==> src/rtl/msg_streamer_pkg.sv <==
`default_nettype none
// ============================================================================
// msg_streamer_pkg : state encodings and default terminator for msg_streamer
// Revision: 1.0
// ============================================================================
package msg_streamer_pkg;

  typedef enum logic [2:0] {
    ST_IDLE  = 3'd0,
    ST_READ  = 3'd1,
    ST_CHECK = 3'd2,
    ST_SEND  = 3'd3,
    ST_FIN   = 3'd4
  } state_t;

  // Shared with the SoC top so the string tables and streamer agree.
  localparam logic [7:0] C_DEFAULT_TERMINATOR = 8'h00;

endpackage
`default_nettype wire

==> src/rtl/msg_streamer.sv <==
`default_nettype none
// ============================================================================
// msg_streamer : streams a terminator-delimited string from BRAM to UART TX
// Revision: 1.0
// ============================================================================
module msg_streamer
  import msg_streamer_pkg::*;
#(
  parameter int         AddrWidth  = 19,
  parameter int         MaxLen     = 256,
  parameter logic [7:0] Terminator = C_DEFAULT_TERMINATOR
) (
  input  logic                 CLK,
  input  logic                 RST,
  input  logic                 START,
  input  logic [AddrWidth-1:0] BASE,
  input  logic                 ABORT,
  output logic [AddrWidth-1:0] MADDR,
  output logic                 MRD,
  input  logic [7:0]           MDIN,
  output logic [7:0]           TX_DATA,
  output logic                 TX_VALID,
  input  logic                 TX_RDY,
  output logic                 BUSY,
  output logic                 DONE,
  output logic [15:0]          COUNT
);

  state_t                 state_q, state_d;
  logic [AddrWidth-1:0]   maddr_q, maddr_d;
  logic                   mrd_q, mrd_d;
  logic [7:0]             tx_data_q, tx_data_d;
  logic                   tx_valid_q, tx_valid_d;
  logic [15:0]            count_q, count_d;
  logic                   abort_pend_q, abort_pend_d;
  logic [15:0]            count_inc;

  assign count_inc = count_q + 16'd1;

  always_comb begin
    state_d      = state_q;
    maddr_d      = maddr_q;
    mrd_d        = mrd_q;
    tx_data_d    = tx_data_q;
    tx_valid_d   = tx_valid_q;
    count_d      = count_q;
    // An abort is only latched here; it is acted on at CHECK or at a transfer.
    abort_pend_d = abort_pend_q | (ABORT && (state_q != ST_IDLE));

    case (state_q)
      ST_IDLE: begin
        if (START) begin
          state_d      = ST_READ;
          maddr_d      = BASE;
          count_d      = 16'd0;
          mrd_d        = 1'b1;
          abort_pend_d = 1'b0;
        end
      end
      ST_READ: begin
        mrd_d   = 1'b0;
        state_d = ST_CHECK;
      end
      ST_CHECK: begin
        if ((MDIN == Terminator) || abort_pend_q) begin
          state_d = ST_FIN;
        end else begin
          tx_data_d  = MDIN;
          tx_valid_d = 1'b1;
          state_d    = ST_SEND;
        end
      end
      ST_SEND: begin
        if (tx_valid_q && TX_RDY) begin
          tx_valid_d = 1'b0;
          count_d    = count_inc;
          maddr_d    = maddr_q + 1'b1;
          if ((count_inc == 16'(MaxLen)) || abort_pend_q) begin
            state_d = ST_FIN;
          end else begin
            mrd_d   = 1'b1;
            state_d = ST_READ;
          end
        end
      end
      ST_FIN: begin
        abort_pend_d = 1'b0;
        state_d      = ST_IDLE;
      end
      default: state_d = ST_IDLE;
    endcase
  end

  always_ff @(posedge CLK or negedge RST) begin
    if (!RST) begin
      state_q      <= ST_IDLE;
      maddr_q      <= '0;
      mrd_q        <= 1'b0;
      tx_data_q    <= 8'h00;
      tx_valid_q   <= 1'b0;
      count_q      <= 16'd0;
      abort_pend_q <= 1'b0;
    end else begin
      state_q      <= state_d;
      maddr_q      <= maddr_d;
      mrd_q        <= mrd_d;
      tx_data_q    <= tx_data_d;
      tx_valid_q   <= tx_valid_d;
      count_q      <= count_d;
      abort_pend_q <= abort_pend_d;
    end
  end

  assign MADDR    = maddr_q;
  assign MRD      = mrd_q;
  assign TX_DATA  = tx_data_q;
  assign TX_VALID = tx_valid_q;
  assign COUNT    = count_q;
  assign BUSY     = (state_q != ST_IDLE);
  assign DONE     = (state_q == ST_FIN);

endmodule
`default_nettype wire

==> config.mk <==
export PLATFORM = sky130hd
export DESIGN_NAME = msg_streamer
export DESIGN_NICKNAME = d
export VERILOG_FILES = /design/src/rtl/msg_streamer_pkg.sv /design/src/rtl/msg_streamer.sv
export SDC_FILE = /design/constraint.sdc
export NUM_CORES = 1
export LEC_CHECK = 0
export CORE_MARGIN = 2
export CORE_UTILIZATION = 40
export DETAILED_ROUTE_END_ITERATION = 12
export PLACE_DENSITY_LB_ADDON = 0.05
export SYNTH_ARGS = -nofsm -noshare
export SYNTH_HDL_FRONTEND = slang
export SYNTH_SLANG_ARGS = --single-unit
==> constraint.sdc <==
create_clock -name CLK -period 2.25 [get_ports CLK]
set_input_delay 0.45 -clock CLK [delete_from_list [all_inputs] [get_ports CLK]]
set_output_delay 0.45 -clock CLK [all_outputs]
set_load 0.03 [all_outputs]
## Yosys cells after proc, flatten, opt, wreduce, memory -nomap -nowiden

Index checks and enable logic that the tools add are counted.

| storage, ports and cells | value |
|---|---|
| flip-flop bits (word level) | 49 |
| output and inout bits | 47 |
| logic and storage cells | 55 |

| operators by class | value |
|---|---|
| $add $sub $neg | 2 |
| equality and inequality tests | 9 |
| multiplexer cells | 20 |
| bitwise gates (word level) | 2 |
| reductions and logical operators | 15 |

Operators with widths:

| cell | number |
|---|---|
| $mux 19 | 2 |
| $pmux 19 s2 | 1 |
| $mux 16 | 2 |
| $pmux 16 s2 | 1 |
| $add 19x1->19 const B | 1 |
| $add 16x1->16 const B | 1 |
| $eq 16x9->1 const B | 1 |
| $mux 3 | 4 |
| $pmux 3 s4 | 1 |
| $logic_not 8->1 | 1 |
| $ne 2x2->1 const B | 4 |
| $eq 3x2->1 const B | 2 |
| $mux 1 | 6 |
| $reduce_and 3->1 | 2 |
| $reduce_bool 3->1 | 2 |
| $pmux 1 s2 | 2 |
| $reduce_and 2->1 | 2 |
| $reduce_and 4->1 | 1 |
| $reduce_bool 2->1 | 2 |
| $eq 3x1->1 const B | 1 |
| $eq 3x3->1 const B | 1 |
| $logic_not 3->1 | 1 |
| $pmux 1 s3 | 1 |
| $logic_and 1x1->1 | 2 |
| 3 further kinds | 4 |

## Depth between registers and ports, before layout

Gate-level depths: netlist of the first run.

| logic depth | value |
|---|---|
| depth after elaboration | 6 |
| depth in mapped cells | 8 |
| depth with buffers taken out | 7 |

## Worst setup path before layout of the first run

No wires, ideal clock.

| path | value |
|---|---|
| path type | reg2reg |
| start | register count_q[0], in the netlist COUNT[0] |
| end | register state_q[0] |
| setup time | 0.136 ns |
| arrival time | 2.311 ns |
| path slack | -0.197 ns |
| cell stages (with the launch flop) | 8 |
| path buffers | 0 |
| clock period less this slack | 2.447 ns |
| path through | dfrtp_1 -> ha_1 -> nand3_1 -> or4_1 -> o311ai_1 -> nand4b_1 -> a2111oi_2 -> o31ai_1 |

| between the ends | value |
|---|---|
| word-level cells in the longest chain between the ends | 6 |

Ends and longest elaborated chain:

| what | RTL line | RTL |
|---|---|---|
| start, declared | msg_streamer.sv:34 | `logic [15:0] count_q, count_d;` |
| start signal, assigned | msg_streamer.sv:109 | `count_q <= count_d;` |
| $add 16x1->16 | msg_streamer.sv:38 | `assign count_inc = count_q + 16'd1;` |
| $eq 16x9->1 | msg_streamer.sv:78 | `if ((count_inc == 16'(MaxLen)) \|\| abort_pend_q) begin` |
| $logic_or 1x1->1 | msg_streamer.sv:78 |  |
| $mux 3 | msg_streamer.sv:78 |  |
| $mux 3 | msg_streamer.sv:74 | `if (tx_valid_q && TX_RDY) begin` |
| $pmux 3 s4 | msg_streamer.sv:50 | `case (state_q)` |
| end signal, assigned | msg_streamer.sv:104 | `state_q <= state_d;` |
| end, declared | msg_streamer.sv:29 | `state_t state_q, state_d;` |

Every way passes these cells. The select of a mux whose other input is x is not followed.
A chain may end at the register's enable or synchronous reset.

## Worst setup path after layout of the first run

Same ends and word-level chain as after synthesis.

==> results of run 1 <==
cell usage after synthesis, drive strengths merged, types with 3 or more instances:
cell type  instances  area share
o31ai              5       0.013
o32ai              3      0.0091
nand2             39       0.051
inv                6      0.0078
nor2              42       0.055
a31oi              7       0.015
nor4               5       0.011
clkbuf            18       0.023
o21ai             40       0.069
dfrtp             49        0.42
and3               5       0.011
buf                3      0.0052
nand4              9       0.025
nand3             18       0.031
nor3              11       0.019
a21oi             35       0.061
o22a               3      0.0091
nor3b              3      0.0078
mux2               8       0.031
and2               4      0.0087
ha                 3       0.013
state kept, by name (all words and copies together), names as in the netlist:
signal / flops
COUNT: 16
MADDR: 19
MRD: 1
TX_DATA: 8
TX_VALID: 1
abort_pend_q: 1
state_q: 3
power by group through the flow:
stage               clock network (mW)  logic (mW)  registers, mW
floorplan                            0        1.06           2.01
global placement                     0        2.57           1.58
detailed placement                   0        2.59           1.58
CTS                              0.684        2.60           1.57
global route                     0.724        2.78           1.63
finish                           0.672        2.58           1.58
worst max-delay path by stage:
stage                     cells after the start  slack (ns)          to
after detailed placement                      6       -0.03  TX_DATA[6]
after CTS                                     2        0.03        DONE
after global placement                        6        0.02  TX_DATA[2]
after floorplan                               7        0.03  state_q[2]
final                                         7        0.09  state_q[0]
after global routing                          7      -0.007         MRD
per-stage QoR:
| step | area (um2) | total power [mW] | hold slack [ns] | setup WS, ns |
|---|---|---|---|---|
| 3_3_place_gp | 3989 | 4.147 | 0.4937 | 0.02390 |
| 4_1_cts | 4106 | 4.853 | 0.1687 | 0.02500 |
| 6_report | 4146 | 4.830 | 0.1481 | 0.08840 |
| 5_1_grt | 4146 | 5.138 | 0.1860 | -0.007473 |
| 3_5_place_dp | 3989 | 4.165 | 0.4986 | -0.03310 |
| 2_1_floorplan | 2917 | 3.072 | 0.1544 | 0.03037 |
area by class of cell:
| class | instances | area, um2 | share of cell area |
|---|---|---|---|
| flip-flops and latches | 49 | 1236 | 0.2981 |
| clock inverters | 1 | 30.03 | 0.007242 |
| multi-input cells | 274 | 1598 | 0.3853 |
| repair buffers | 111 | 1054 | 0.2541 |
| inverters | 6 | 22.52 | 0.005431 |
| clock buffers | 7 | 86.33 | 0.02082 |
| well taps | 96 | 120.1 | 0.02897 |
cell usage in the layout (no fill, tap or decap), drive strengths merged, types with 2 or more instances in the layout:
cell | netlist | final
o22a | 3 | 3
or3 | 2 | 2
clkdlybuf4s50 | 0 | 75
o31ai | 5 | 5
clkbuf | 18 | 7
nand4 | 9 | 9
nand2 | 39 | 39
and4 | 2 | 2
nor3 | 11 | 11
and3 | 5 | 5
and2 | 4 | 4
dfrtp | 49 | 49
inv | 6 | 6
o22ai | 2 | 2
o21bai | 2 | 2
mux2 | 8 | 8
o32ai | 3 | 3
a21oi | 35 | 35
nand2b | 2 | 2
buf | 3 | 34
o21ai | 40 | 40
nor2 | 42 | 42
nor4 | 5 | 5
a31oi | 7 | 7
or4 | 2 | 2
dlymetal6s2s | 0 | 2
ha | 3 | 3
nor3b | 3 | 3
nand3 | 18 | 18
per-layer routing:
| metal | routed length [um] | vias to the layer above |
|---|---|---|
| met5 | 0 | - |
| met4 | 70 | 0 |
| met3 | 367 | 6 |
| met2 | 3801 | 89 |
| met1 | 3910 | 1425 |
| li1 | - | 1481 |
timing repair:
action,CTS,global route
setup buffers,0,3
pin swaps,0,3
setup endpoints to repair,1,5
resized for setup,1,6
gates cloned,0,0
kinds of logic after synthesis:
family,count (synthesis)
AOI/OAI and AO/OA,109
xor gates and xnor gates,2
adders and majority gates,3
buffers and inverters,27
DFF,49
muxes,9
and+or+nand+nor,151
==> summary.txt, run 1 <==
Logic synthesis
  – Syn Inst Count: 350
  – Main synth FF type: dfrtp_1
  – Post-synthesis adder-cell area fraction: 0.01301
  – Synth warn: 0
  – Synth Area in Simple Gates: 0.2602
  – Post-Synth XOR/XNOR Area: 0.006071
  – Post-synthesis cell area: ~2900 um2
  – Compound-gate portion of the synthesized area: 0.2246
  – Async set-reset flop share out of synthesis: 1.000
  – Mux share of post-synthesis cell area: 0.03469
  – Largest family of logic cells by synthesized area: simple AND/OR/NAND/NOR gates
  – Number of synthesized flops with an enable pin: 0
  – Synthesized flop and latch total: slightly below 50
  – Mapped Nets: a little under 400
  – Distinct cells, synth: ~50
  – Average cell area after synthesis: slightly above 8 um2
  – Sequential area share after synthesis: 0.4250

Timing
  – Peak Freq: roughly 460 MHz
  – Worst slew pin tran: between 0.6 and 0.7 ns
  – Final critical-path share of the clock period: 0.9607
  – Final slew viol count: 0
  – Setup Viol. Count Final: 0
  – RSZ-0062 raised after global routing: true
  – Slew Limit Headroom: 0.5779
  – Clock Skews: around 0.008 ns
  – Final setup TNS: 0 ns
  – Final Hold Violating Endpoints: 0
  – Minimum clock period: roughly 2.2 ns

Critical path
  – Buf/Inv on CP: 0
  – R2r endpoint: state_q[0]
  – Kind of critical path: reg2reg
  – Critical Path RT: 2.44 ns
  – Sequence of cells on the critical path: ha_4, nand3_2, or4_1, o311ai_1, nand4b_1, a2111oi_4, o31ai_1
  – Critical path's slowest cell: or4_1
  – Startpoint types: flop
  – CP max stage delay: about 0.48 ns
  – CP endpoint kind: flop
  – Crit Path Max Fanout: 7
  – Critical R2R Launch: COUNT[0]
  – Worst Reg2Reg Path Length in Cells: 7
  – Worst Setup SP: COUNT[0]
  – R2r setup slk: roughly 0.088 ns
  – Worst Path Arrival: between 2 and 2.5 ns
  – Cell family with most CP delay: simple AND/OR/NAND/NOR gates

Floorplan
  – Die height: 88.93 um
  – Initial Util: 0.4200
  – Total core area: 6869 um2
  – Core Rows: 30
  – I/O Pins: a little under 80
  – Die Wd: about 90 um
  – Total die area: around 8000 um2

Power
  – P_leak: about 1.7 nW
  – Int Power: 2.682 mW
  – Clock network power share: 0.139
  – Combinational power share: 0.534
  – Sw power: roughly 2.1 mW
  – Peak supply drop: 675.3 uV
  – Pwr/cell area: 1165 nW/um2
  – Switching part of the total power: 0.4446
  – Reg power frac: 0.327

Hold path
  – Hold WC Path Type: in2async

Place
  – DP Cell Count: between 500 and 600
  – Count of input and output buffers: 78
  – Routability cong.: between 0.8 and 0.9
  – HPWL after DPL: slightly below 6 mm

Clock tree
  – Htree depth: 2
  – Num CTS Buffers: 5
  – Clock Tree Root: clkbuf_8
  – Hold buffers post-CTS: 0
  – CTS max path bufs: 2
  – CTS sink cnt: between 40 and 50
  – TritonCTS clock tree: done
  – Worst-skew pair later-pin latency: ~0.31 ns
  – Clock-pin slew on the worst setup and hold paths: about 0.10 ns

Cells and area
  – Final core occ: 0.6036
  – Share of cells above drive strength 1: 0.1429
  – Area Growth Syn to Fin: 43.71%
  – Final #Nets: between 400 and 500
  – Post-route insts no fill: between 500 and 600
  – Ant. Diodes: 0
  – Fillcell total: 643

Detailed routing
  – Via count: around 3000
  – DRT Pass-1 Iters: 4
  – Post-route DRC: 0
  – Average via count per standard cell: approximately 5.5
  – Drt total wl: between 8 and 9 mm
  – DR WL/cell: about 15 um
  – 1st-iter DRT viols: between 150 and 200
  – Routed Antenna Nets: 0

Global routing
  – Largest net degree at the start of global routing: 31
  – Vias in the first global route: 2875
  – Busiest grt layer: met2
  – GR Util met3: 0.03693
  – Met2 usage: 0.3562
  – Initial antenna violation count: 0
  – Total track usage: 0.2182
  – Final global-route overflow total: 0
  – First-pass GRT wire length: between 10 and 15 mm
  – Met1 Use GR: 0.3040

Status
  – Outcome: finished, final reports clean

Flow run
  – Maxcap violations: 0
(Power assumes the default switching activity.)
==> run 2: changes to the inputs <==
--- a/config.mk
+++ b/config.mk
@@ -9,6 +9,7 @@
 export CORE_UTILIZATION = 40
 export DETAILED_ROUTE_END_ITERATION = 12
 export PLACE_DENSITY_LB_ADDON = 0.05
+export SLEW_MARGIN = 0
 export SYNTH_ARGS = -nofsm -noshare
 export SYNTH_HDL_FRONTEND = slang
 export SYNTH_SLANG_ARGS = --single-unit
==> constraint.sdc (replaced) <==
create_clock -name CLK -period 1.75 [get_ports CLK]
set_input_delay 0.35 -clock CLK [delete_from_list [all_inputs] [get_ports CLK]]
set_output_delay 0.35 -clock CLK [all_outputs]
set_load 0.03 [all_outputs]
==> run 2 against run 1 <==
Compared with the run above: the run now ends with negative setup slack left; via count grew 7.4%; sequential power rose by 24%; register-to-register slack got worse by 0.41 ns; global-route usage increased by 0.63 points; non-clock buffer count rose by 46; sequential share of layout area down 2.8 points; clock skew grew 0.00073 ns; final cell count is 8.5% higher; total power increased by 35%; fmax rose by 4.1%; critical path type unchanged; largest power group unchanged; highest routed layer unchanged.
==> summary.txt, run 2 (synthesis results as in run 1) <==
Cells and area
  – Max FFs per register: 19 (unchanged)
  – Post-route insts no fill: 590 (+8.5%)
  – Fillcell total: 612 (-4.8%)
  – Post-Layout Inst Area: 4608 um2 (+11%)
  – Reg area: 1244 um2 (+0.61%)
  – Most frequent cells in the layout: buf_4 (69), nor2_1 (40), nand2_1 (38)
  – Final core occ: 0.6709 (+0.06721)
  – Share of cells above drive strength 1: 0.2692 (+0.1264)
  – Area Growth Syn to Fin: 59.71%
  – Ant. Diodes: 0 (unchanged)
  – Final #Nets: 528 (+9.5%)
  – Commonest non-fill, non-tap cell in the layout: buf_4
  – Area taken by multi-input logic gates: 1713 um2 (+7.2%)

Floorplan
  – Total core area: 6869 um2 (unchanged)
  – I/O Pins: 79 (unchanged)
  – Die height: 88.93 um (unchanged)
  – Total die area: 7909 um2 (unchanged)
  – Initial Util: 0.4200 (unchanged)
  – Die Wd: 88.93 um (unchanged)
  – Core Rows: 30 (unchanged)

Detailed routing
  – Routed Antenna Nets: 0 (unchanged)
  – 1st-iter DRT viols: 136 (-31%)
  – Post-route DRC: 0 (unchanged)
  – Via count: 3224 (+7.4%)
  – Average via count per standard cell: 5.464 (-0.95%)
  – Drt total wl: 8.913 mm (+9.4%)
  – DR WL/cell: 15.11 um (+0.84%)
  – DRT Pass-1 Iters: 4 (unchanged)

Critical path
  – CP endpoint kind: flop
  – Worst Path Arrival: 2.25 ns (-0.10 ns)
  – Cell family with most CP delay: compound AO/OA/AOI/OAI gates
  – Cell mode on critical path: a21oi_1
  – Crit Path Max Fanout: 5 (-2)
  – Sequence of cells on the critical path: ha_4, buf_4, and2_1, a21oi_1, o32ai_1, nand4b_1, a2111oi_4, a21oi_1
  – Kind of critical path: reg2reg
  – Critical R2R Launch: COUNT[1]
  – Buf/Inv on CP: 1 (+1)
  – Critical path's slowest cell: dfrtp_2
  – R2r endpoint: MRD
  – Critical Path RT: 1.92 ns (-0.52 ns)
  – R2r setup slk: -0.33 ns (-0.41 ns)
  – Startpoint types: flop
  – CP max stage delay: 0.44 ns (-0.04 ns)
  – Worst Reg2Reg Path Length in Cells: 8 (+1)

Global routing
  – Largest net degree at the start of global routing: 50 (+61%)
  – Vias in the first global route: 2914 (+1.4%)
  – Final global-route overflow total: 0 (unchanged)
  – First-pass GRT wire length: 13.94 mm (+1.1%)
  – Initial antenna violation count: 0 (unchanged)
  – Total track usage: 0.2245 (+0.006326)

Clock tree
  – TritonCTS clock tree: done
  – Hold buffers post-CTS: 0 (unchanged)
  – Num CTS Buffers: 5 (unchanged)
  – Worst-skew pair later-pin latency: 0.31 ns (about the same)
  – CTS sink cnt: 49 (unchanged)
  – Clock-pin slew on the worst setup and hold paths: 0.10 ns (about the same)
  – Clock Tree Root: clkbuf_8
  – CTS max path bufs: 2 (unchanged)
  – Htree depth: 2 (unchanged)

Power
  – Final Total Pwr: 6.514 mW (+35%)
  – P_leak: 2.071 nW (+24%)
  – Pwr/cell area: 1414 nW/um2 (+21%)
  – Peak supply drop: 1097 uV (+62%)

Timing
  – Clock Skews: 0.008705 ns (+0.0007266 ns)
  – Slew Limit Headroom: 0.7572 (+0.1792)
  – Minimum clock period: 2.076 ns (-0.08544 ns)
  – Final slew viol count: 0 (unchanged)
  – Final critical-path share of the clock period: 1.186 (+0.2257)
  – Setup Viol. Count Final: 4 (+4)
  – Worst Slack Setup Final: -0.3262 ns (-0.4146 ns)
  – Final setup TNS: -0.9181 ns (-0.9181 ns)
  – RSZ-0062 raised after global routing: true
  – WHS: 0.02181 ns (-0.1263 ns)
  – Final Hold Violating Endpoints: 0 (unchanged)
  – Worst slew pin tran: 0.3642 ns (-0.2689 ns)
  – Peak Freq: 481.7 MHz (+4.1%)

Place
  – Dpl ws: -0.3613 ns (-0.3282 ns)
  – Area after DPL: 4338 um2 (+8.8%)
  – Count of input and output buffers: 78 (unchanged)
  – DP Cell Count: 569 (+6.8%)
  – HPWL after DPL: 6.109 mm (+5.3%)
  – Routability cong.: 0.8389 (+0.30%)

Status
  – Outcome: finished, violations left
  – Failing checks: negative setup slack

Hold path
  – Hold WC Path Type: in2async

Flow run
  – Maxcap violations: 0 (unchanged)
==> run 2: final cells by class <==
class	instances	share of cell area
clock buffers	5	0.01493
clock inverters	3	0.004887
inverters	6	0.004887
multi-input cells	274	0.3717
flip-flops and latches	49	0.2699
well taps	96	0.02607
repair buffers	157	0.3076
==> run 2: worst max-delay path by stage <==
| stage | endpoint | startpoint | slack (ns) | cells after the start |
|---|---|---|---|---|
| after floorplan | state_q[0] | COUNT[9] | -0.33 | 6 |
| after global placement | TX_DATA[2] | MDIN[5] | -0.33 | 6 |
| after detailed placement | TX_DATA[6] | MDIN[1] | -0.36 | 6 |
| after CTS | MRD | COUNT[1] | -0.27 | 7 |
| after global routing | MRD | COUNT[1] | -0.40 | 7 |
| final | MRD | COUNT[1] | -0.33 | 8 |
==> run 2: repair_timing <==
item,CTS,global route
endpoints found under the setup margin,47,52
hold endpoints to repair,0,0
gates cloned,0,3
pin swaps,1,8
buffers inserted,0,10
resized for setup,39,28
==> run 2: worst register-to-register path: cells and delay by family, from the launching register on <==
family / cells / cell delay (ns)
AOI/OAI and AO/OA: 4 / 0.87
adders and majority gates: 1 / 0.17
buffers and inverters: 1 / 0.13
DFF: 1 / 0.44
and+or+nand+nor: 2 / 0.34
==> run 2: per-layer routing <==
metal | GRT usage | wire length, um | up-vias
met5 | 0 | 0 | -
met4 | 0.06106 | 102 | 0
met3 | 0.03970 | 440 | 10
met2 | 0.3738 | 4431 | 115
met1 | 0.3034 | 3940 | 1526
li1 | - | - | 1573
==> run 2: report_power, final <==
group / total [mW] / internal [mW] / switching (mW)
clock: 0.696 / 0.281 / 0.414
combinational: 3.86 / 1.69 / 2.16
sequential: 1.96 / 1.54 / 0.422
